**src/rtl/result_select_arb.sv**
```systemverilog
// Registered N-source result select with fixed-priority or round-robin arbitration.
// A single output register uses valid/ready, and the block can move one transfer per cycle.
module result_select_arb #(
  parameter int WIDTH = 4,
  parameter int NSRC  = 2,
  parameter int MODE  = 0,
  localparam int SRCW = (NSRC > 2) ? $clog2(NSRC) : 1
) (
  input  logic                  clk,
  input  logic                  rst_n,
  input  logic [NSRC-1:0]       src_valid,
  input  logic [NSRC*WIDTH-1:0] src_data,
  output logic [NSRC-1:0]       src_ready,
  output logic                  out_valid,
  output logic [WIDTH-1:0]      out_data,
  output logic [SRCW-1:0]       out_src,
  input  logic                  out_ready
);

  logic [WIDTH-1:0] src_word [NSRC];
  logic [SRCW-1:0]  rr_ptr;
  logic [SRCW-1:0]  gnt_idx;
  logic [NSRC-1:0]  grant;
  logic             accept;
  logic             xfer;

  for (genvar i = 0; i < NSRC; i++) begin : g_unpack
    assign src_word[i] = src_data[i*WIDTH +: WIDTH];
  end

  // Search positions run from rr_ptr upward in round-robin mode and from 0 in fixed mode.
  // The first valid source found in that order is granted.
  always_comb begin
    int              pos;
    logic [SRCW-1:0] idx;
    logic            found;
    grant   = '0;
    gnt_idx = '0;
    found   = 1'b0;
    pos     = 0;
    idx     = '0;
    for (int k = 0; k < NSRC; k++) begin
      pos = (MODE == 1) ? (int'(rr_ptr) + k) % NSRC : k;
      idx = SRCW'(pos);
      if (!found && src_valid[idx]) begin
        found        = 1'b1;
        grant[idx]   = 1'b1;
        gnt_idx      = idx;
      end
    end
  end

  assign accept    = ~out_valid | out_ready;
  // Gating with rst_n keeps every source from handshaking while reset is held.
  assign src_ready = (rst_n && accept) ? grant : '0;
  assign xfer      = |src_ready;

  always_ff @(posedge clk or negedge rst_n) begin
    if (!rst_n) begin
      out_valid <= 1'b0;
      out_data  <= '0;
      out_src   <= '0;
      rr_ptr    <= '0;
    end else if (xfer) begin
      out_valid <= 1'b1;
      out_data  <= src_word[gnt_idx];
      out_src   <= gnt_idx;
      rr_ptr    <= (gnt_idx == SRCW'(NSRC - 1)) ? '0 : gnt_idx + SRCW'(1);
    end else if (out_ready) begin
      out_valid <= 1'b0;
    end
  end

endmodule

```
**config.mk**
```make
export PLATFORM = sky130hd
export DESIGN_NAME = result_select_arb
export DESIGN_NICKNAME = d
export VERILOG_FILES = /design/src/rtl/result_select_arb.sv
export SDC_FILE = /design/constraint.sdc
export NUM_CORES = 1
export LEC_CHECK = 0
export CORE_AREA = 2 2 39 41
export CTS_CLUSTER_SIZE = 24
export DETAILED_ROUTE_END_ITERATION = 6
export DIE_AREA = 0 0 41 43
export MAX_ROUTING_LAYER = met4
export SLEW_MARGIN = 30
export SYNTH_ARGS = -nofsm -noshare
export SYNTH_HDL_FRONTEND = slang
export SYNTH_SLANG_ARGS = --single-unit
```
**constraint.sdc**
```tcl
create_clock -name clk -period 1.5 [get_ports clk]
set_input_delay 0.3 -clock clk [delete_from_list [all_inputs] [get_ports clk]]
set_output_delay 0.3 -clock clk [all_outputs]
set_load 0.02 [all_outputs]
```
==> results.txt <==
The initial antenna violation count came out at 0. In this run, synthesis produced a sequential element count of 6. The routability congestion estimate came out at roughly 0.71.

The area share of the largest cell type after synthesis came out at between 40% and 50%. The final hold violation count came out at 0. The maximum clock frequency came out at ~0.73 GHz.

The standard cell area after detailed placement came out at just over 600 µm². The largest family of logic cells by synthesized area is simple AND/OR/NAND/NOR gates. The total track usage came out at 14.4%. In this run the static leakage power is about 0.32 nW.

The TritonCTS sink count is 6. The count of nets left with antenna violations after detail routing is 0. The later-pin clock latency in the skew report came out at 240 ps.

STA classifies the critical path endpoint as a primary output. For the finished layout, the period the worst path requires is 1370 ps. Yosys attributes the largest share of cell area to sky130_fd_sc_hd__dfrtp_1, sky130_fd_sc_hd__o221a_1, sky130_fd_sc_hd__nor3b_1. The pin count of the biggest net entering global routing is 10.

The complex-gate fraction of the synthesized area is 23.2%. The worst hold slack after final layout is between 100 and 150 ps. The maximum level of the CTS H-tree is 1. The setup TNS is 0 ps. The multiplexer area fraction after synthesis came out at 0%. The number of warnings printed during yosys synthesis came out at 0. The maximum count of clock buffers along a single path came out at 2.

The placed wire-length estimate is 752 µm. The power density over cell area is a little under 900 nW/µm². The routed wire length on met3 is roughly 60 µm. The flow ran to the end, and the final reports show no timing, DRC or antenna violations. The slowest stage of the critical path is the sky130_fd_sc_hd__dfrtp_1 cell. The overflow left after global routing came out at 0.

The final-report setup violation count came out at 0. The top-level port count is 21. The final count of pins violating max slew is 0. At the worst endpoint, the arrival time is 1070 ps.

After Yosys synthesis, and, or, nand and nor cells account for 26.7% of the synthesized area. The total power came out at 0.576 mW. The number of max-cap violations is 0. In this design, the stage delay of the slowest critical-path cell is 400 ps.

Setup repair after global routing left no endpoint under its margin. The net total in the final layout is just under 80. The floorplan die area came out at roughly 1800 µm². The total inserted antenna cells is 0. The count of routing violations after the opening detailed-route iteration is 4. The worst register-to-register path begins at out_valid$_DFFE_PN0P_. The area share of fa/ha/maj cells after synthesis is 0%.

Of all nets on the critical path, the largest fanout is 4. The critical path starts at out_valid$_DFFE_PN0P_. For this block, wires on met1 add up to between 400 and 500 µm. The average wire length per cell after detail routing came out at between 10 and 15 µm. The quantity of hold-fixing buffers added after cts came out at 0. In the routed layout, each cell is associated on average with a via count of 4.99. The y dimension of the die is 43 µm. The proportion of layout cells with a drive suffix above 1 came out at 28.6%.

The gate count after technology mapping is 35. Between clock sinks in the finished design, the worst skew comes to 3.83 ps. The kind of launch point of the worst setup path is a register. The final clock period utilization by the worst path came out at 91.7%. The clock edge transition at the registers on the reported setup and hold paths came out at 50 ps. The min-delay analysis places its worst path in the category input port to async pin. The via count of the first global-routing pass is approximately 370. The critical path is of the register to primary output type.

The biggest area contributor in the post-synthesis netlist is sky130_fd_sc_hd__dfrtp_1. The first global-routing pass estimated 1610 µm of wire. Walking the worst path, the cells encountered are nand2b_4 -> nand3_4 -> nor2_4 -> buf_6.

The CTS buffer count is 3. The count of input and output buffers is 20. The number of distinct library cells after synthesis came out at 16. The clock root buffer is sky130_fd_sc_hd__clkbuf_4. The number of standard-cell rows in the floorplan is 14. The sum of routed wire length over all layers is 965 µm. The area growth from synthesis to final layout came out at 85.3%. The starting density of the core came out at between 20% and 30%.

The met2 wire length is about 430 µm. The via count is 394. TritonCTS built the clock tree.

The final routed DRC violation total is 0. The xor-xnor portion of the synthesized cell area is 0%. The cell class contributing the biggest share of worst-path delay is flip-flops. The standard cell core area came out at around 1400 µm².

The mean instance size in the synthesized netlist is 10.2 µm². The first TritonRoute pass finished after 4 iterations. The die width is 41 µm. The sequential-to-total area share from yosys stat is 42.1%. The actual slew at the worst max-slew pin came out at 245 ps. For the worst setup path, the data required time is 1200 ps. Synthesis produced a netlist with a net count of 48.

The final design instance area without fill came out at between 600 and 700 µm². The cell area after synthesis is 357 µm². The worst ir drop on vdd came out at 0.000287 V. The worst max-slew margin expressed relative to the limit is 83.7%.

The highest routing layer actually used is met4. The buffering stage count on the worst path with inverters included is 1.
-- synth_stat cells --
cell type	instances
sky130_fd_sc_hd__dfrtp_1	6
sky130_fd_sc_hd__a31oi_1	4
sky130_fd_sc_hd__nor3_1	4
sky130_fd_sc_hd__nor3b_1	4
sky130_fd_sc_hd__o221a_1	4
sky130_fd_sc_hd__buf_2	2
sky130_fd_sc_hd__inv_1	2
sky130_fd_sc_hd__a21boi_1	1
sky130_fd_sc_hd__and2_4	1
sky130_fd_sc_hd__buf_6	1
sky130_fd_sc_hd__nand2_1	1
sky130_fd_sc_hd__nand2b_4	1
sky130_fd_sc_hd__nand3_1	1
sky130_fd_sc_hd__nand3_2	1
sky130_fd_sc_hd__nor2_1	1
sky130_fd_sc_hd__o21ai_0	1
-- path summary, 6_finish.rpt --
path | endpoint | slack [ps] | cells after the start
min | out_data[3]$_DFFE_PN0P_ | 120 | 2
max | src_ready[1] | 130 | 4
max in group asynchronous | out_data[2]$_DFFE_PN0P_ | 1230 | 2
min reg2reg | out_src$_DFFE_PN0P_ | 510 | 2
max reg2reg | out_data[2]$_DFFE_PN0P_ | 370 | 4
min in group clk | out_src$_DFFE_PN0P_ | 500 | 4
-- worst reg2reg max path, delay by kind of cell, from the launching register on --
| family | cells | cell delay [ps] |
|---|---|---|
| flops | 1 | 380 |
| simple gates | 2 | 250 |
| buf+inv | 1 | 150 |
| compound gates | 1 | 240 |
-- metal layers --
| metal | global-route usage [%] | up-vias |
|---|---|---|
| li1 | - | 190 |
| met5 | - | - |
| met4 | 12.0 | 0 |
| met2 | 17.8 | 15 |
| met3 | 3.14 | 2 |
| met1 | 19.1 | 187 |
-- layout by cell type, fill, tap and decap left out, drive strengths merged --
| cell type | n |
|---|---|
| dlymetal6s2s | 5 |
| inv | 2 |
| nor2 | 1 |
| buf | 10 |
| nor3 | 4 |
| nand3 | 2 |
| clkdlybuf4s50 | 8 |
| o221a | 4 |
| a21boi | 1 |
| o21ai | 1 |
| clkbuf | 3 |
| dlygate4sd2 | 5 |
| and2 | 1 |
| a31oi | 4 |
| dfrtp | 6 |
| nor3b | 4 |
| nand2 | 1 |
| nand2b | 1 |
-- report_power, final --
group / total (mW) / switching (mW) / internal, mW
Sequential: 0.212 / 0.0207 / 0.191
Clock: 0.153 / 0.0626 / 0.0908
Combinational: 0.211 / 0.0992 / 0.112
Total: 0.576 / 0.182 / 0.393
-- through the flow --
step | utilization [%] | cells | setup WS, ps
after floorplan | - | 35 | 146
after global placement | 43.9 | 75 | -501
after CTS | 44.6 | 78 | -68.9
after global routing | 47.7 | 79 | 67.8
final | 47.7 | 79 | 125
after detailed placement | 43.9 | 75 | -525
-- cell families (layout without fill, tap and decap cells) --
family	after synthesis	after routing
simple gates	14	14
compound gates	10	10
flops	6	6
buf+inv	5	33
-- registers in the layout (all words and copies together), names as in the netlist --
name / cells
out_data: 4
out_src: 1
out_valid: 1
-- area by class of cell --
type	instances	area [µm²]
timing repair buffer	28	263
sequential	6	150
clock buffer	3	22.5
inverter	2	7.51
multi-input combinational	24	198
fill	148	723
tap	16	20.0
-- what timing repair did --
item	in CTS	in global routing
endpoints found under the setup margin	7	3
resized for setup	14	10
pin swaps	0	1
setup buffers	0	1
No activity file was read; power rests on OpenSTA's default activity.
